<file path="src/rtl/pcie_perst_seq_pkg.sv">
// Shared types and default timing for the PERST#/flash reset sequencer.
package pcie_perst_seq_pkg;

  // Sequencer state; 3-bit encoding, unused codes recover to FLASH.
  typedef enum logic [2:0] {
    FLASH    = 3'd0,
    PERST    = 3'd1,
    WAIT_RDY = 3'd2,
    DONE     = 3'd3,
    ERR      = 3'd4
  } seq_state_e;

  localparam int PERST_CNT_W = 8;

  // Default timing at 100 MHz SYS_REFCLK.
  localparam int DEF_FLASH_DLY_CYC     = 1;
  localparam int DEF_PERST_HOLD_CYC    = 200;
  localparam int DEF_READY_STABLE_CYC  = 4;
  localparam int DEF_READY_TIMEOUT_CYC = 100000;
  localparam int DEF_MAX_RETRY         = 2;

  function automatic int max3(input int a, input int b, input int c);
    int m;
    m = (a > b) ? a : b;
    return (m > c) ? m : c;
  endfunction

endpackage

</file>
<file path="src/rtl/pcie_perst_sequencer_if.sv">
// Reset-sequencing bus between the sequencer (master) and the DUT/bench side (slave).
interface pcie_perst_sequencer_if;
  import pcie_perst_seq_pkg::*;

  logic                   hot_reset_req;
  logic                   dut_ready;
  logic                   pcie_reset_n;
  logic                   flash_reset;
  logic                   seq_busy;
  logic                   seq_done;
  logic                   timeout_err;
  logic [PERST_CNT_W-1:0] perst_count;

  modport master (
    input  hot_reset_req, dut_ready,
    output pcie_reset_n, flash_reset, seq_busy, seq_done, timeout_err, perst_count
  );

  modport slave (
    output hot_reset_req, dut_ready,
    input  pcie_reset_n, flash_reset, seq_busy, seq_done, timeout_err, perst_count
  );

endinterface

</file>
<file path="src/rtl/pcie_perst_stable_det.sv">
// Consecutive-high detector: stable rises once din has been 1 for STABLE_CYC
// back-to-back cycles; any 0 or clr restarts the run.
module pcie_perst_stable_det #(
  parameter int STABLE_CYC = 4
) (
  input  logic clk,
  input  logic rst,
  input  logic clr,
  input  logic din,
  output logic stable
);

  localparam int W = $clog2(STABLE_CYC + 1);

  logic [W-1:0] run_q, run_d;

  // Run length: restart on clr or a low sample, saturate at the target.
  always_comb begin
    run_d = run_q;
    if (clr || !din) begin
      run_d = '0;
    end else if (run_q != W'(STABLE_CYC)) begin
      run_d = run_q + W'(1);
    end
  end

  // Run-length register.
  always_ff @(posedge clk) begin
    if (rst) begin
      run_q <= '0;
    end else begin
      run_q <= run_d;
    end
  end

  assign stable = (run_q == W'(STABLE_CYC));

endmodule

</file>
<file path="src/rtl/pcie_perst_sequencer.sv">
// PCIe PERST#/flash reset sequencer: releases flash_reset, pulses PERST#,
// qualifies dut_ready, flags link-up timeouts and services hot-reset requests.
// Optional build macro PCIE_PERST_AUTO_RETRY_EN: on a link-up timeout, re-pulse
// PERST# up to MAX_RETRY times before raising timeout_err.
module pcie_perst_sequencer
  import pcie_perst_seq_pkg::*;
#(
  parameter int FLASH_DLY_CYC     = DEF_FLASH_DLY_CYC,
  parameter int PERST_HOLD_CYC    = DEF_PERST_HOLD_CYC,
  parameter int READY_STABLE_CYC  = DEF_READY_STABLE_CYC,
  parameter int READY_TIMEOUT_CYC = DEF_READY_TIMEOUT_CYC,
  parameter int MAX_RETRY         = DEF_MAX_RETRY
) (
  input  logic                   clk,
  input  logic                   rst,
  pcie_perst_sequencer_if.master bus
);

  localparam int CNT_W = $clog2(max3(FLASH_DLY_CYC, PERST_HOLD_CYC, READY_TIMEOUT_CYC)) + 1;

  if (FLASH_DLY_CYC < 1)     begin : g_bad_flash   $error("FLASH_DLY_CYC must be >= 1");     end
  if (PERST_HOLD_CYC < 1)    begin : g_bad_perst   $error("PERST_HOLD_CYC must be >= 1");    end
  if (READY_STABLE_CYC < 1)  begin : g_bad_stable  $error("READY_STABLE_CYC must be >= 1");  end
  if (READY_TIMEOUT_CYC < 1) begin : g_bad_timeout $error("READY_TIMEOUT_CYC must be >= 1"); end
  if (MAX_RETRY < 1)         begin : g_bad_retry   $error("MAX_RETRY must be >= 1");         end

  seq_state_e             state_q, state_d;
  logic [CNT_W-1:0]       cnt_q, cnt_d;
  logic                   pcie_reset_n_q, pcie_reset_n_d;
  logic                   flash_reset_q, flash_reset_d;
  logic                   seq_busy_q, seq_busy_d;
  logic                   seq_done_q, seq_done_d;
  logic                   timeout_err_q, timeout_err_d;
  logic [PERST_CNT_W-1:0] perst_count_q, perst_count_d;
  logic                   ready_ok;
  logic                   det_clr;
`ifdef PCIE_PERST_AUTO_RETRY_EN
  localparam int RETRY_W = $clog2(MAX_RETRY + 1) + 1;
  logic [RETRY_W-1:0]     retry_q, retry_d;
`endif

  // The stable run only counts while waiting for the link.
  assign det_clr = (state_q != WAIT_RDY);

  pcie_perst_stable_det #(
    .STABLE_CYC (READY_STABLE_CYC)
  ) u_stable_det (
    .clk    (clk),
    .rst    (rst),
    .clr    (det_clr),
    .din    (bus.dut_ready),
    .stable (ready_ok)
  );

  // State, counter and registered-output flops.
  always_ff @(posedge clk) begin
    if (rst) begin
      state_q        <= FLASH;
      cnt_q          <= '0;
      pcie_reset_n_q <= 1'b0;
      flash_reset_q  <= 1'b0;
      seq_busy_q     <= 1'b1;
      seq_done_q     <= 1'b0;
      timeout_err_q  <= 1'b0;
      perst_count_q  <= '0;
`ifdef PCIE_PERST_AUTO_RETRY_EN
      retry_q        <= '0;
`endif
    end else begin
      state_q        <= state_d;
      cnt_q          <= cnt_d;
      pcie_reset_n_q <= pcie_reset_n_d;
      flash_reset_q  <= flash_reset_d;
      seq_busy_q     <= seq_busy_d;
      seq_done_q     <= seq_done_d;
      timeout_err_q  <= timeout_err_d;
      perst_count_q  <= perst_count_d;
`ifdef PCIE_PERST_AUTO_RETRY_EN
      retry_q        <= retry_d;
`endif
    end
  end

  // Next state; in WAIT_RDY hot reset beats qualification, which beats timeout.
  always_comb begin
    state_d = state_q;
    cnt_d   = cnt_q;
`ifdef PCIE_PERST_AUTO_RETRY_EN
    retry_d = retry_q;
`endif
    case (state_q)
      FLASH: begin
        if (cnt_q == CNT_W'(FLASH_DLY_CYC - 1)) begin
          state_d = PERST;
          cnt_d   = '0;
        end else begin
          cnt_d = cnt_q + CNT_W'(1);
        end
      end
      PERST: begin
        if (cnt_q == CNT_W'(PERST_HOLD_CYC - 1)) begin
          state_d = WAIT_RDY;
          cnt_d   = '0;
        end else begin
          cnt_d = cnt_q + CNT_W'(1);
        end
      end
      WAIT_RDY: begin
        if (bus.hot_reset_req) begin
          state_d = PERST;
          cnt_d   = '0;
`ifdef PCIE_PERST_AUTO_RETRY_EN
          retry_d = '0;
`endif
        end else if (ready_ok) begin
          state_d = DONE;
          cnt_d   = '0;
`ifdef PCIE_PERST_AUTO_RETRY_EN
          retry_d = '0;
`endif
        end else if (cnt_q == CNT_W'(READY_TIMEOUT_CYC - 1)) begin
          cnt_d = '0;
`ifdef PCIE_PERST_AUTO_RETRY_EN
          if (retry_q < RETRY_W'(MAX_RETRY)) begin
            state_d = PERST;
            retry_d = retry_q + RETRY_W'(1);
          end else begin
            state_d = ERR;
          end
`else
          state_d = ERR;
`endif
        end else begin
          cnt_d = cnt_q + CNT_W'(1);
        end
      end
      DONE, ERR: begin
        if (bus.hot_reset_req) begin
          state_d = PERST;
          cnt_d   = '0;
`ifdef PCIE_PERST_AUTO_RETRY_EN
          retry_d = '0;
`endif
        end
      end
      default: begin
        state_d = FLASH;
        cnt_d   = '0;
      end
    endcase
  end

  // Registered outputs follow the state being entered; every PERST entry is one pulse.
  always_comb begin
    pcie_reset_n_d = (state_d == WAIT_RDY) || (state_d == DONE) || (state_d == ERR);
    flash_reset_d  = (state_d != FLASH);
    seq_busy_d     = (state_d == FLASH) || (state_d == PERST) || (state_d == WAIT_RDY);
    seq_done_d     = (state_d == DONE);
    timeout_err_d  = timeout_err_q || (state_d == ERR);
    perst_count_d  = perst_count_q;
    if ((state_d == PERST) && (state_q != PERST) && (perst_count_q != '1)) begin
      perst_count_d = perst_count_q + PERST_CNT_W'(1);
    end
  end

  assign bus.pcie_reset_n = pcie_reset_n_q;
  assign bus.flash_reset  = flash_reset_q;
  assign bus.seq_busy     = seq_busy_q;
  assign bus.seq_done     = seq_done_q;
  assign bus.timeout_err  = timeout_err_q;
  assign bus.perst_count  = perst_count_q;

endmodule

</file>
<file path="src/flat_wrapper.sv">
// flat-port wrapper written by rule: the top's interface ports become plain ports
module pcie_perst_sequencer_flat import pcie_perst_seq_pkg::*;
#(
  parameter int FLASH_DLY_CYC     = DEF_FLASH_DLY_CYC,
  parameter int PERST_HOLD_CYC    = DEF_PERST_HOLD_CYC,
  parameter int READY_STABLE_CYC  = DEF_READY_STABLE_CYC,
  parameter int READY_TIMEOUT_CYC = DEF_READY_TIMEOUT_CYC,
  parameter int MAX_RETRY         = DEF_MAX_RETRY
)
  (clk, rst, bus_hot_reset_req, bus_dut_ready, bus_pcie_reset_n, bus_flash_reset, bus_seq_busy, bus_seq_done, bus_timeout_err, bus_perst_count);
  pcie_perst_sequencer_if bus_i ();
  input  logic clk;
  input  logic rst;
  input wire logic [$bits(bus_i.hot_reset_req)-1:0] bus_hot_reset_req;
  input wire logic [$bits(bus_i.dut_ready)-1:0] bus_dut_ready;
  output wire logic [$bits(bus_i.pcie_reset_n)-1:0] bus_pcie_reset_n;
  output wire logic [$bits(bus_i.flash_reset)-1:0] bus_flash_reset;
  output wire logic [$bits(bus_i.seq_busy)-1:0] bus_seq_busy;
  output wire logic [$bits(bus_i.seq_done)-1:0] bus_seq_done;
  output wire logic [$bits(bus_i.timeout_err)-1:0] bus_timeout_err;
  output wire logic [$bits(bus_i.perst_count)-1:0] bus_perst_count;
  assign bus_i.hot_reset_req = bus_hot_reset_req;
  assign bus_i.dut_ready = bus_dut_ready;
  assign bus_pcie_reset_n = bus_i.pcie_reset_n;
  assign bus_flash_reset = bus_i.flash_reset;
  assign bus_seq_busy = bus_i.seq_busy;
  assign bus_seq_done = bus_i.seq_done;
  assign bus_timeout_err = bus_i.timeout_err;
  assign bus_perst_count = bus_i.perst_count;
  pcie_perst_sequencer #(.FLASH_DLY_CYC(FLASH_DLY_CYC), .PERST_HOLD_CYC(PERST_HOLD_CYC), .READY_STABLE_CYC(READY_STABLE_CYC), .READY_TIMEOUT_CYC(READY_TIMEOUT_CYC), .MAX_RETRY(MAX_RETRY)) u_core (.clk(clk), .rst(rst), .bus(bus_i));
endmodule
</file>
<file path="config.mk">
export PLATFORM = sky130hd
export DESIGN_NAME = pcie_perst_sequencer_flat
export DESIGN_NICKNAME = d
export VERILOG_FILES = /design/src/rtl/pcie_perst_seq_pkg.sv /design/src/rtl/pcie_perst_sequencer_if.sv /design/src/rtl/pcie_perst_stable_det.sv /design/src/rtl/pcie_perst_sequencer.sv /design/src/flat_wrapper.sv
export SDC_FILE = /design/constraint.sdc
export NUM_CORES = 1
export LEC_CHECK = 0
export ABC_AREA = 1
export BUFFER_PORTS_ARGS = -buffer_cell sky130_fd_sc_hd__buf_2
export CAP_MARGIN = 20
export CORE_MARGIN = 2
export CORE_UTILIZATION = 59
export CTS_CLUSTER_SIZE = 16
export DETAILED_ROUTE_END_ITERATION = 10
export PLACE_DENSITY = 0.79
export SETUP_SLACK_MARGIN = 0.5
export SKIP_CTS_REPAIR_TIMING = 1
export SYNTH_ARGS = -nofsm -noshare
export SYNTH_HDL_FRONTEND = slang
export SYNTH_SLANG_ARGS = --single-unit
</file>
<file path="constraint.sdc">
create_clock -name clk -period 1.9 [get_ports clk]
set_clock_uncertainty 0.05 [all_clocks]
set_input_delay 0.19 -clock clk [delete_from_list [all_inputs] [get_ports clk]]
set_output_delay 0.19 -clock clk [all_outputs]
set_load 0.01 [all_outputs]
</file>
Word level (Yosys, flattened, before mapping)
Cells that the tools add are included. Widths: inputs -> output; s select.

Register bits after elaboration: 37. Input bits: 4. Output and inout port bits: 13. Word-level logic and storage cells: 57.

Add/subtract/negate cells: 3. Equal/unequal tests: 16. Mux-type cells: 14. Reduce and logical (&&, ||, !) cells: 15.

Operator list (number): $mux 18 (6); $pmux 18 s4 (1); $add 18x1->18 const B (1); $eq 18x17->1 const B (1); $eq 18x8->1 const B (1); $logic_not 18->1 (1); $mux 3 (6); $eq 3x2->1 const B (4); $pmux 3 s4 (1); $eq 3x3->1 const B (3); $add 8x1->8 const B (1); $ne 8x8->1 const B (1); $eq 3x1->1 const B (2); $logic_not 3->1 (2); $logic_or 1x1->1 (6); $reduce_or 2->1 (2); $add 3x1->3 const B (1); $ne 3x1->1 const B (1); $ne 3x2->1 const B (1); $ne 3x3->1 const B (1); $reduce_bool 3->1 (1); $logic_and 1x1->1 (2); $ne 2x2->1 const B (1); $logic_not 1->1 (1).

Depth between registers and ports, before layout
Gate-level depths: netlist (run 1).

Word-level depth: 8. Gate-level depth with buffers: 14. Depth with buffers taken out: 14.

Hierarchy
Synthesis (run 1) repeated with hierarchy kept, for this count alone.

Cell total of the unflattened synthesis: 325. Area, all modules: 2145.8 µm².

Modules (own cells, without submodules): pcie_perst_sequencer (instances 1, cells an instance 297, area an instance 1964.4 µm², sequential area each 680.7 µm²); pcie_perst_stable_det (instances 1, cells an instance 28, area an instance 181.4 µm², sequential area each 60.1 µm²).

Least setup slack after synthesis (run 1)
No wires, ideal clock.

Path type: reg-to-reg. Start point: register u_core.cnt_q[0]. End point: register u_core.perst_count_q[4] (netlist: u_core.bus.perst_count[4]). Setup time: 0.113 ns. Arrival: 1.553 ns. Data required time: 1.737 ns. Slack: 0.185 ns. Stages on the path, launching flop included: 14. Buffers on the path: 1. Period minus slack after synthesis: 1.715 ns. Cells stage by stage: dfxtp_1 -> ha_1 -> nand2_2 -> nor2_4 -> nand2_1 -> nor2_1 -> nand2_1 -> nand2_2 -> nand2_2 -> a21oi_2 -> buf_6 -> nand3_2 -> nor2_1 -> nor2_1.

Cells in the longest elaborated chain, start to end: 8. Elaborated cells on any way between the ends: 12. Those cells by class: eq/ne: 3; mux: 6; reduce/logical: 3.

RTL lines: from (decl) (line pcie_perst_sequencer.sv:28) `logic [CNT_W-1:0] cnt_q, cnt_d;`; from (signal assigned) (line pcie_perst_sequencer.sv:71) `cnt_q <= cnt_d;`; $eq 18x17->1 (line pcie_perst_sequencer.sv:121) `end else if (cnt_q == CNT_W'(READY_TIMEOUT_CYC - 1)) begin`; $mux 3 (line pcie_perst_sequencer.sv:121); $mux 3 (line pcie_perst_sequencer.sv:115) `end else if (ready_ok) begin`; $mux 3 (line pcie_perst_sequencer.sv:109) `if (bus.hot_reset_req) begin`; $pmux 3 s4 (*) (line pcie_perst_sequencer.sv:91) `case (state_q)`; $eq 3x1->1 (*) (line pcie_perst_sequencer.sv:161) `if ((state_d == PERST) && (state_q != PERST) && (perst_count_q != '1)) begin`; $logic_and 1x1->1 (*) (2 in a row) (line pcie_perst_sequencer.sv:161); to (signal assigned) (line pcie_perst_sequencer.sv:77) `perst_count_q <= perst_count_d;`; to (decl) (line pcie_perst_sequencer.sv:34) `logic [PERST_CNT_W-1:0] perst_count_q, perst_count_d;`.

Mark *: on every way between the ends. The rest lies on a longest branch, timed or not. A chain may end at the register's enable or synchronous reset.

Worst setup path after layout (run 1)
Start point: register u_core.cnt_q[1]. End point: register u_core.perst_count_q[0] (netlist: u_core.bus.perst_count[0]).

Same word-level chain as after synthesis.

==> metrics.txt, run 1 <==
Chip Width=64.2 microns; RSZ-0062 raised after global routing=yes; post-synthesis sequential area ratio=0.346; Hold Crit Class=input port to flip-flop; Clock Path Buffers=2; CP cell instances=ha_4, nand2_4, nor2_4, nand2_1, nor2_1, nand2_1, nand2_2, nand2_2, a21oi_4, buf_12, nand3_4, nand2_1, nand2_1, nor2_1; Die ar.=4130 sq um; Placed Area=2360 sq um; worst-skew pair later-pin latency=0.36 ns; Yosys top cell area share=0.346; critical path fanouts, max=6; core area=3420 sq um; # IOs=17; DR vias=2215; Inserted Clock Buffers=5; Layout Cells excl Fill=409; crit start category=flip-flop; Final nets=371; Max Cap Violations=0; Syn Nets=338; top cells by count, synth=nand2_1 (97), inv_1 (46), nor2_1 (42), dfxtp_1 (37), a21oi_1 (21); leading area contributor after synthesis=dfxtp_1; Yosys reg bits=37; largest net degree at the start of global routing=19; global placer's final weighted congestion=0.917; Setup Crit Path Kind=flip-flop to flip-flop; htree depth=2; Synth Area in XOR/XNOR=0.0286; library cells used by synthesis=32; Fmax achieved=505 MHz; Post-Synth Simple-Gate Area=0.390; Detailed Route Iter0 Violations=217; Pwr Total=2170 uW; Tmin final=1.98 ns; Worst Path Arrival=2.22 ns; max incr delay on CP=0.39 ns; yosys warns=0; total global-route track usage=0.258; syn avg cell area=6.51 sq um; number of remaining DRC errors=0; post-synthesis mux area share=0; post-route design area=2720 sq um; peak supply drop=0.000718 V; largest family of logic cells by synthesized area=simple AND/OR/NAND/NOR gates; GR Overflow Total=0; num rows=21; Critical Path RT=2.14 ns; compound-cell area share of the yosys netlist=0.102; Initial Utilization=0.627; PD cells=796 nW/um^2; vias in the first global route=1889; top-count cell post-synth=nand2_1; CP endpoint kind=flip-flop; Area contributors post-synth=dfxtp_1 (35%), nand2_1 (17%), inv_1 (8.1%), nor2_1 (7.4%), a21oi_1 (4.9%); Syn Inst Count=329; Post-synth ARST share=0; Mapped Area=2140 sq um; Crit path top cell by count=nand2_1; ANT nets after route=0; final period utilization=1.04; layout cell share with drive strength beyond 1=0.292; Placed Cells=390; DR vias/cell=5.42; Fin. Hold Viols=0; setup TNS=-0.121 ns; WL final=5.52 mm; CTS clk-pin slew, worst paths=0.13 ns; fillcell total=226; initial antenna violation count=0; FF-to-FF path depth=14; Setup Viol. Count Final=4; ANT cells=0; max_slew headroom=0.723; leakage=0.00125 uW; Hold Crit Depth=3; final slew viol count=0; Final HPWL DP=3.34 mm; Least-Margin Pin Slew=0.415 ns; TritonRoute pass-1 iters=5; post-synthesis adder-cell area fraction=0.0292; Die Ht=64.2 microns; failing checks=setup timing; CP max stage cell=dfxtp_4; TritonCTS Sinks=37; setup ws final=-0.0811 ns; number of synthesized flops with an enable pin=0; first-pass GRT wire length=8.38 mm; Synth Flop Type=dfxtp_1; port bufs=16; Root Driver=clkbuf_4; drt wl/cell=13.5 microns; status=complete, but fails checks; CTS tree=done; layout overhead on the synthesized area=27.1%
==> final timing paths <==
kind	start	to	slack, ns
setup reg to reg	u_core.cnt_q[1]	u_core.bus.perst_count[0]	-0.08
hold / removal	bus_dut_ready	u_core.u_stable_det.run_q[1]	0.07
hold reg to reg	u_core.bus.timeout_err	u_core.bus.timeout_err	0.43
setup / recovery	u_core.cnt_q[1]	u_core.bus.perst_count[0]	-0.08
==> worst max-delay path: cells and delay by family, from the launching register on <==
family	cells	cell delay, ns
compound gates	1	0.21
fa+ha+maj	1	0.16
buf+inv	1	0.16
flops	1	0.39
simple gates	11	0.95
==> metrics by stage <==
| stage | setup slack, ns | util | hold slack [ns] |
|---|---|---|---|
| 6_report | -0.0811 | 0.797 | 0.0744 |
| 5_1_grt | -0.186 | 0.797 | 0.108 |
| 4_1_cts | 0.0380 | 0.721 | 0.0711 |
| 3_5_place_dp | 0.0488 | 0.692 | 0.399 |
| 3_3_place_gp | 0.123 | 0.692 | 0.388 |
| 2_1_floorplan | 0.246 | - | 0.322 |
==> state kept, by name, indices dropped and copies added (netlist names) <==
| signal | cells |
|---|---|
| u_core.u_stable_det.run_q | 3 |
| u_core.bus.seq_done | 1 |
| u_core.bus.perst_count | 8 |
| u_core.bus.pcie_reset_n | 1 |
| u_core.bus.seq_busy | 1 |
| u_core.cnt_q | 18 |
| u_core.state_q | 3 |
| u_core.bus.timeout_err | 1 |
| u_core.bus.flash_reset | 1 |
==> report_power, final <==
| part | total [uW] | internal (uW) | switching [uW] |
|---|---|---|---|
| registers | 885 | 832 | 53.5 |
| logic | 636 | 259 | 377 |
| clock network | 644 | 355 | 290 |
==> layout make-up <==
| cell class | instances | area [sq um] | share of cell area |
|---|---|---|---|
| well taps | 46 | 57.6 | 0.0211 |
| clock buffers | 6 | 62.6 | 0.0230 |
| repair buffers | 32 | 243 | 0.0892 |
| flip-flops and latches | 37 | 763 | 0.280 |
| multi-input cells | 239 | 1380 | 0.508 |
| inverters | 47 | 179 | 0.0657 |
| clock inverters | 2 | 35.0 | 0.0129 |
==> cells in the final DEF (no fill, tap or decap), drive strengths merged, types with 7 or more instances in the layout <==
cell type    n
a21oi       22
buf         31
clkbuf       7
dfxtp       37
inv         47
nand2      100
nand3       23
nand4        8
nor2        46
nor3         7
o21ai        9
==> cells by family after synthesis <==
family,count (synthesis)
compound gates,38
buf+inv,54
fa+ha+maj,5
xor+xnor,7
simple gates,188
flops,37
==> routing by layer <==
| metal | GRT usage | share of wire | wire length [microns] | vias to the layer above |
|---|---|---|---|---|
| met4 | 0.0771 | 0.026 | 146 | 0 |
| met2 | 0.398 | 0.47 | 2580 | 84 |
| met5 | 0 | 0 | 0 | - |
| met3 | 0.0581 | 0.057 | 314 | 18 |
| li1 | - | - | - | 1106 |
| met1 | 0.360 | 0.45 | 2490 | 1007 |
(Power assumes the default switching activity.)
==> inputs of run 2 (changes only) <==
SYNTH_HIERARCHICAL = 1   (was default)
==> run 2 against run 1 <==
The run now ends clean. Via count is essentially flat. Sequential power down 2%. Synthesized cell count fell by 1.2%. Final area rose by 4.0%. Combinational power increased by 11%. Non-clock buffer count is 7 higher. Flip-flop and latch count is the same. Utilization is 3.2 points higher. Synthesized area rose by 0.23%. Total power is 9.0% lower. Maximum frequency rose by 11%. Critical path type unchanged. Largest power group unchanged. Highest routed layer unchanged.
==> metrics.txt, run 2 <==
crit start category=flip-flop (unchanged); Hold Crit Depth=5 (was 3); Die ar.=4140 sq um (was 4130 sq um); Inserted Clock Buffers=5 (unchanged); Max Cap Violations=0 (unchanged); largest net degree at the start of global routing=28 (was 19); worst-skew pair later-pin latency=0.35 ns (was 0.36 ns); max incr delay on CP=0.41 ns (was 0.39 ns); TritonRoute pass-1 iters=4 (was 5); flop-to-flop setup slack=0.12 ns (was -0.08 ns); setup ws final=0.123 ns (was -0.0811 ns); Hold Path End=u_core/u_stable_det/run_q[2] (was u_core.u_stable_det.run_q[1]); number of remaining DRC errors=0 (unchanged); Crit path top cell by count=nand2_4 (was nand2_1); WL final=5.35 mm (was 5.52 mm); commonest non-fill, non-tap cell in the layout=nand2_1 (unchanged); yosys warns=6 (was 0); leading area contributor after synthesis=dfxtp_1 (unchanged); port bufs=16 (unchanged); top cells by count, synth=nand2_1 (89), inv_1 (41), dfxtp_1 (37), nand3_1 (28), nor2_1 (27) (was nand2_1 (97), inv_1 (46), nor2_1 (42), dfxtp_1 (37), a21oi_1 (21)); RSZ-0062 raised after global routing=yes (unchanged); drt wl/cell=13.0 microns (was 13.5 microns); TritonCTS Sinks=37 (unchanged); DR vias/cell=5.38 (was 5.42); Area contributors post-synth=dfxtp_1 (35%), nand2_1 (16%), inv_1 (7.2%), nand3_1 (6.5%), a21oi_1 (5.8%) (was dfxtp_1 (35%), nand2_1 (17%), inv_1 (8.1%), nor2_1 (7.4%), a21oi_1 (4.9%)); peak supply drop=0.000521 V (was 0.000718 V); top-count cell post-synth=nand2_1 (unchanged); total global-route track usage=0.237 (was 0.258); library cells used by synthesis=32 (unchanged); Syn Nets=334 (was 338); final period utilization=0.935 (was 1.04); Initial Utilization=0.628 (was 0.627); ANT nets after route=0 (unchanged); global placer's final weighted congestion=0.869 (was 0.917); Critical R2R Launch=u_core/cnt_q[0] (was u_core.cnt_q[1]); num rows=21 (unchanged); ANT cells=0 (unchanged); Worst Path Arrival=1.95 ns (was 2.22 ns); most frequent cells in the layout=nand2_1 (69), inv_1 (36), nand3_1 (23) (was nand2_1 (87), inv_1 (39), nor2_1 (30)); htree depth=2 (unchanged); Final nets=374 (was 371); syn avg cell area=6.60 sq um (was 6.51 sq um); setup TNS=0 ns (was -0.121 ns); Clock Path Buffers=2 (unchanged); max_slew headroom=0.779 (was 0.723); Largest Register=u_core/cnt_q (was u_core.cnt_q); Synth Flop Type=dfxtp_1 (unchanged); CP endpoint kind=flip-flop (unchanged); number of synthesized flops with an enable pin=0 (unchanged); Die Ht=64.3 microns (was 64.2 microns); layout overhead on the synthesized area=31.9% (was 27.1%); CTS tree=done (unchanged); Setup Crit Path Kind=flip-flop to flip-flop (unchanged); Least-Margin Pin Slew=0.331 ns (was 0.415 ns); CP cell instances=ha_4, nand2_4, inv_4, nand2_4, nor2_4, nand2_4, buf_6, nand2_4, nand3_4, buf_12, o211ai_1, a21oi_1 (was ha_4, nand2_4, nor2_4, nand2_1, nor2_1, nand2_1, nand2_2, nand2_2, a21oi_4, buf_12, nand3_4, nand2_1, nand2_1, nor2_1); max reg flops=18 (unchanged); Yosys top cell area share=0.345 (was 0.346); Fin. Hold Viols=0 (unchanged); Root Driver=clkbuf_4 (unchanged); r2r endpoint=u_core/cnt_q[8] (was u_core.bus.perst_count[0]); Syn Inst Count=325 (was 329); Tmin final=1.78 ns (was 1.98 ns); Crit path max-delay family=simple AND/OR/NAND/NOR gates (unchanged); FF-to-FF path depth=12 (was 14); Fmax achieved=563 MHz (was 505 MHz); CP max stage cell=dfxtp_4 (unchanged); Setup Viol. Count Final=0 (was 4); initial antenna violation count=0 (unchanged); GR Overflow Total=0 (unchanged); Detailed Route Iter0 Violations=125 (was 217); hold_sp=bus_dut_ready (unchanged); Critical path buffers and inverters=3 (was 1); PD cells=696 nW/um^2 (was 796 nW/um^2); area of the multi-input gates=1490 sq um (was 1380 sq um); Hold Crit Class=input port to flip-flop (unchanged); Mapped Area=2150 sq um (was 2140 sq um); Chip Width=64.3 microns (was 64.2 microns); DP Worst Slack=0.0697 ns (was 0.0488 ns); Final HPWL DP=3.29 mm (was 3.34 mm); # IOs=17 (unchanged); vias in the first global route=1825 (was 1889); CTS clk-pin slew, worst paths=0.11 ns (was 0.13 ns); Yosys reg bits=37 (unchanged); fillcell total=214 (was 226); critical path fanouts, max=7 (was 6); post-route design area=2830 sq um (was 2720 sq um); core area=3420 sq um (unchanged); DR vias=2216 (was 2215); FF/Latch Area=772 sq um (was 763 sq um); Post-synth ARST share=0 (unchanged); post-synthesis sequential area ratio=0.345 (was 0.346); final slew viol count=0 (unchanged); Critical Path RT=2.08 ns (was 2.14 ns); layout cell share with drive strength beyond 1=0.374 (was 0.292); Placed Area=2400 sq um (was 2360 sq um); leakage=0.00122 uW (was 0.00125 uW); first-pass GRT wire length=7.74 mm (was 8.38 mm); status=finished, final reports clean (was complete, but fails checks); Final Util=0.829 (was 0.797)
## run 2: area by class of cell
class	instances	area share
tap	46	0.0203
sequential	37	0.273
inverter	44	0.0610
clock buffer	6	0.0146
multi-input combinational	238	0.526
timing repair buffer	39	0.102
clock inverter	2	0.00354
## run 2: metal layers
layer  track usage  vias up  part of all wire
met3        0.0493       10             0.053
met4         0.106        0             0.017
met5             0        -                 0
li1              -     1121                 -
met2         0.368       71              0.48
met1         0.315     1014              0.45
## run 2: worst max path at each step
| stage | startpoint | end | slack (ns) | cells past startpoint |
|---|---|---|---|---|
| 6_report | u_core/cnt_q[0] | u_core/cnt_q[8] | 0.12 | 12 |
| 5_1_grt | u_core/cnt_q[12] | u_core/bus.perst_count[3] | -0.004 | 11 |
| 4_1_cts | u_core/cnt_q[0] | u_core/bus.perst_count[7] | 0.04 | 12 |
| 3_5_place_dp | u_core/cnt_q[0] | u_core/bus.perst_count[3] | 0.07 | 12 |
| 3_3_place_gp | u_core/cnt_q[0] | u_core/bus.perst_count[0] | 0.12 | 12 |
| 2_1_floorplan | u_core/cnt_q[0] | u_core/bus.perst_count[2] | 0.29 | 12 |
## run 2: kinds of logic (layout without fill, tap and decap cells)
group,Yosys count,count (layout),synth area share
flip-flops,37,37,0.345
adder cells (fa/ha/maj),5,5,0.0292
AND/OR/NAND/NOR,180,181,0.381
XOR/XNOR,8,8,0.0327
AO/OA/AOI/OAI,44,44,0.117
buffers and inverters,51,91,0.0950
## run 2: worst register-to-register path, stage by stage, from the launching register on
cell	delay [ns]
dfxtp_4	0.41
ha_4	0.16
nand2_4	0.07
inv_4	0.07
nand2_4	0.06
nor2_4	0.09
nand2_4	0.07
buf_6	0.12
nand2_4	0.07
nand3_4	0.14
buf_12	0.18
o211ai_1	0.09
a21oi_1	0.08
## run 2: per-stage QoR
step,total power [uW],cells,hold slack [ns]
2_1_floorplan,1220,325,0.292
3_3_place_gp,1300,388,0.387
3_5_place_dp,1310,388,0.391
4_1_cts,1700,396,0.108
5_1_grt,2080,412,0.131
6_report,1970,412,0.113
## run 2: power by group
group / total [uW] / switching [uW] / internal (uW)
sequential: 869 / 51.4 / 818
clock: 396 / 255 / 141
combinational: 706 / 400 / 306
total: 1970 / 707 / 1260
==> inputs of run 3 (changes only) <==
ABC_AREA = default   (was 1)
CAP_MARGIN = default   (was 20)
==> run 3 against run 2 <==
The run now ends with setup timing left. Setup slack lost 0.34 ns. Wire length grew 31%. Register-to-register slack lost 0.34 ns. Combinational power grew 63%. Utilization grew 3.0 points. Hold slack gained 0.061 ns. Clock power is essentially flat. Critical path depth shrank 7. Via count grew 11%. Critical path type unchanged.
==> metrics.txt, run 3 <==
core area=3420 sq um (unchanged); ANT nets after route=0 (unchanged); CTS clk-pin slew, worst paths=0.12 ns (was 0.11 ns); post-route design area=2930 sq um (was 2830 sq um); number of remaining DRC errors=0 (unchanged); Placed Cells=361 (was 388); WL final=7.02 mm (was 5.35 mm); failing checks=setup timing; Chip Width=64.4 microns (was 64.3 microns); num rows=21 (unchanged); top-count cell post-synth=nand2_1 (unchanged); post-synthesis adder-cell area fraction=0.0290 (was 0.0292); vias in the first global route=2021 (was 1825); DR vias=2449 (was 2216); Post-synth ARST share=0 (unchanged); most frequent cells in the layout=buf_4 (45), nand2_1 (40), dfxtp_1 (27) (was nand2_1 (69), inv_1 (36), nand3_1 (23)); Initial Utilization=0.631 (was 0.628); Final HPWL DP=4.03 mm (was 3.29 mm); largest net degree at the start of global routing=20 (was 28); Root Driver=clkbuf_4 (unchanged); Hold Path End=u_core/cnt_q[0] (was u_core/u_stable_det/run_q[2]); Critical R2R Launch=u_core/cnt_q[12] (was u_core/cnt_q[0]); critical path fanouts, max=5 (was 7); FF-to-FF path depth=5 (was 12); number of synthesized flops with an enable pin=0 (unchanged); setup TNS=-2.63 ns (was 0 ns); Synth Flop Type=dfxtp_1 (unchanged); Crit path max-delay family=simple AND/OR/NAND/NOR gates (unchanged); Mapped Area=2150 sq um (about the same); final period utilization=1.11 (was 0.935); TritonCTS Sinks=37 (unchanged); library cells used by synthesis=62 (was 32); setup ws final=-0.217 ns (was 0.123 ns); max reg flops=18 (unchanged); ANT cells=0 (unchanged); largest family of logic cells by synthesized area=simple AND/OR/NAND/NOR gates (unchanged); worst-skew pair later-pin latency=0.34 ns (was 0.35 ns); Final Util=0.859 (was 0.829); Layout Cells excl Fill=375 (was 412); port bufs=16 (unchanged); Critical Path RT=2.14 ns (was 2.08 ns); hold_sp=bus_hot_reset_req (was bus_dut_ready); Clock Path Buffers=2 (unchanged); # IOs=17 (unchanged); Least-Margin Pin Slew=0.702 ns (was 0.331 ns); commonest non-fill, non-tap cell in the layout=buf_4 (was nand2_1); leakage=0.00115 uW (was 0.00122 uW); Fmax achieved=472 MHz (was 563 MHz); Tmin final=2.12 ns (was 1.78 ns); post-synthesis mux area share=0.0145 (was 0); Yosys top cell area share=0.344 (was 0.345); Hold Crit Depth=3 (was 5); post-synthesis sequential area ratio=0.344 (was 0.345); CP endpoint kind=flip-flop (unchanged); Setup Crit Path Kind=flip-flop to flip-flop (unchanged); final slew viol count=0 (unchanged); Synth Area in XOR/XNOR=0.00813 (was 0.0327); global placer's final weighted congestion=0.892 (was 0.869); Hold Crit Class=input port to flip-flop (unchanged); peak supply drop=0.000676 V (was 0.000521 V); crit start category=flip-flop (unchanged); Max Cap Violations=0 (unchanged); top cells by count, synth=nand2_1 (42), dfxtp_1 (37), nor2_1 (17), a21oi_1 (13), nand3_1 (12) (was nand2_1 (89), inv_1 (41), dfxtp_1 (37), nand3_1 (28), nor2_1 (27)); layout cell share with drive strength beyond 1=0.407 (was 0.374); flop-to-flop setup slack=-0.22 ns (was 0.12 ns); PD cells=838 nW/um^2 (was 696 nW/um^2); Syn Inst Count=267 (was 325); leading area contributor after synthesis=dfxtp_1 (unchanged); Syn Nets=276 (was 334); RSZ-0062 raised after global routing=yes (unchanged); compound-cell area share of the yosys netlist=0.210 (was 0.117); Worst Path Arrival=2.36 ns (was 1.95 ns); Die Ht=64.4 microns (was 64.3 microns); max incr delay on CP=0.52 ns (was 0.41 ns); yosys warns=6 (unchanged); CP cell instances=or4_4, nand4b_4, o211a_4, or4_4, a21oi_2 (was ha_4, nand2_4, inv_4, nand2_4, nor2_4, nand2_4, buf_6, nand2_4, nand3_4, buf_12, o211ai_1, a21oi_1); Crit path top cell by count=or4_4 (was nand2_4); Inserted Clock Buffers=5 (unchanged); layout overhead on the synthesized area=36.2% (was 31.9%); Final nets=337 (was 374); syn avg cell area=8.07 sq um (was 6.60 sq um); total global-route track usage=0.286 (was 0.237); Yosys reg bits=37 (unchanged); CP max stage cell=or4_4 (was dfxtp_4); htree depth=2 (unchanged); DR vias/cell=6.53 (was 5.38); GR Overflow Total=0 (unchanged); Largest Register=u_core/cnt_q (unchanged); Die ar.=4150 sq um (was 4140 sq um); Setup Viol. Count Final=28 (was 0); Detailed Route Iter0 Violations=302 (was 125); drt wl/cell=18.7 microns (was 13.0 microns); r2r endpoint=u_core/bus.perst_count[7] (was u_core/cnt_q[8]); Placed Area=2640 sq um (was 2400 sq um); Post-Synth Simple-Gate Area=0.341 (was 0.381); max_slew headroom=0.527 (was 0.779); TritonRoute pass-1 iters=6 (was 4); first-pass GRT wire length=9.22 mm (was 7.74 mm); status=complete, but fails checks (was finished, final reports clean); initial antenna violation count=0 (unchanged); Critical path buffers and inverters=0 (was 3); Area contributors post-synth=dfxtp_1 (34%), nand2_1 (7.3%), o221ai_1 (3.7%), a21oi_1 (3.0%), nor2_1 (3.0%) (was dfxtp_1 (35%), nand2_1 (16%), inv_1 (7.2%), nand3_1 (6.5%), a21oi_1 (5.8%)); CTS tree=done (unchanged); Fin. Hold Viols=0 (unchanged)
==> run 3: changes by cell type in the layout (fill, tap and decap cells not counted), moves of 7 or more <==
cell,previous run,this run
nand2_1,69,40
buf_4,18,45
inv_1,36,11
nand2_2,18,2
nand3_1,23,10
a21oi_1,19,8
nand2_4,10,0
nor2_2,9,1
and2_1,0,7
nor2_4,9,2
==> run 3: worst reg2reg max path, cell delays in order (launching register included) <==
cell and delay, ns:
dfxtp_2 0.34, or4_4 0.52, nand4b_4 0.22, o211a_4 0.31
or4_4 0.49, a21oi_2 0.13
==> run 3: per-stage QoR <==
step	hold WS, ns	total power (uW)	setup slack [ns]
2_1_floorplan	0.325	1470	-0.0832
3_3_place_gp	0.381	1690	-0.128
3_5_place_dp	0.401	1720	-0.175
4_1_cts	0.166	2110	-0.242
5_1_grt	0.178	2550	-0.255
6_report	0.174	2460	-0.217
==> run 3: kinds of logic (layout without fill, tap and decap cells) <==
family                   after synthesis  count (layout)
multiplexers                           3               3
flip-flops                            37              37
AO/OA/AOI/OAI                         63              66
buffers and inverters                 24              83
adder cells (fa/ha/maj)                5               5
AND/OR/NAND/NOR                      133             133
XOR/XNOR                               2               2
==> run 3: layout make-up <==
class                           count  area (sq um)
Multi-Input combinational cell    209          1590
Fill cell                         175           482
Sequential cell                    37           753
Timing Repair Buffer               63           440
Inverter                           12          45.0
Tap cell                           46          57.6
Clock inverter                      2          10.0
Clock buffer                        6          41.3
==> run 3: how the worst max path moves through the flow <==
stage	start	to	cells after the start
floorplan	u_core/cnt_q[12]	u_core/bus.perst_count[7]	5
detailed placement	u_core/cnt_q[12]	u_core/bus.perst_count[7]	5
global route	u_core/cnt_q[12]	u_core/bus.perst_count[7]	5
finish	u_core/cnt_q[12]	u_core/bus.perst_count[7]	5
CTS	u_core/cnt_q[12]	u_core/cnt_q[17]	6
global placement	u_core/cnt_q[12]	u_core/cnt_q[17]	6
==> run 3: power breakdown <==
group          leakage [uW]  switching, uW  internal (uW)
Sequential         0.000304           63.1            842
Clock             0.0000320            258            141
Combinational      0.000810            629            524
==> run 3: metal layers <==
layer | track usage | vias to the layer above | routed length (microns)
met2 | 0.456 | 166 | 3260
li1 | - | 1103 | -
met1 | 0.374 | 1136 | 2770
met4 | 0.125 | 0 | 264
met3 | 0.0590 | 44 | 731
met5 | 0 | - | 0
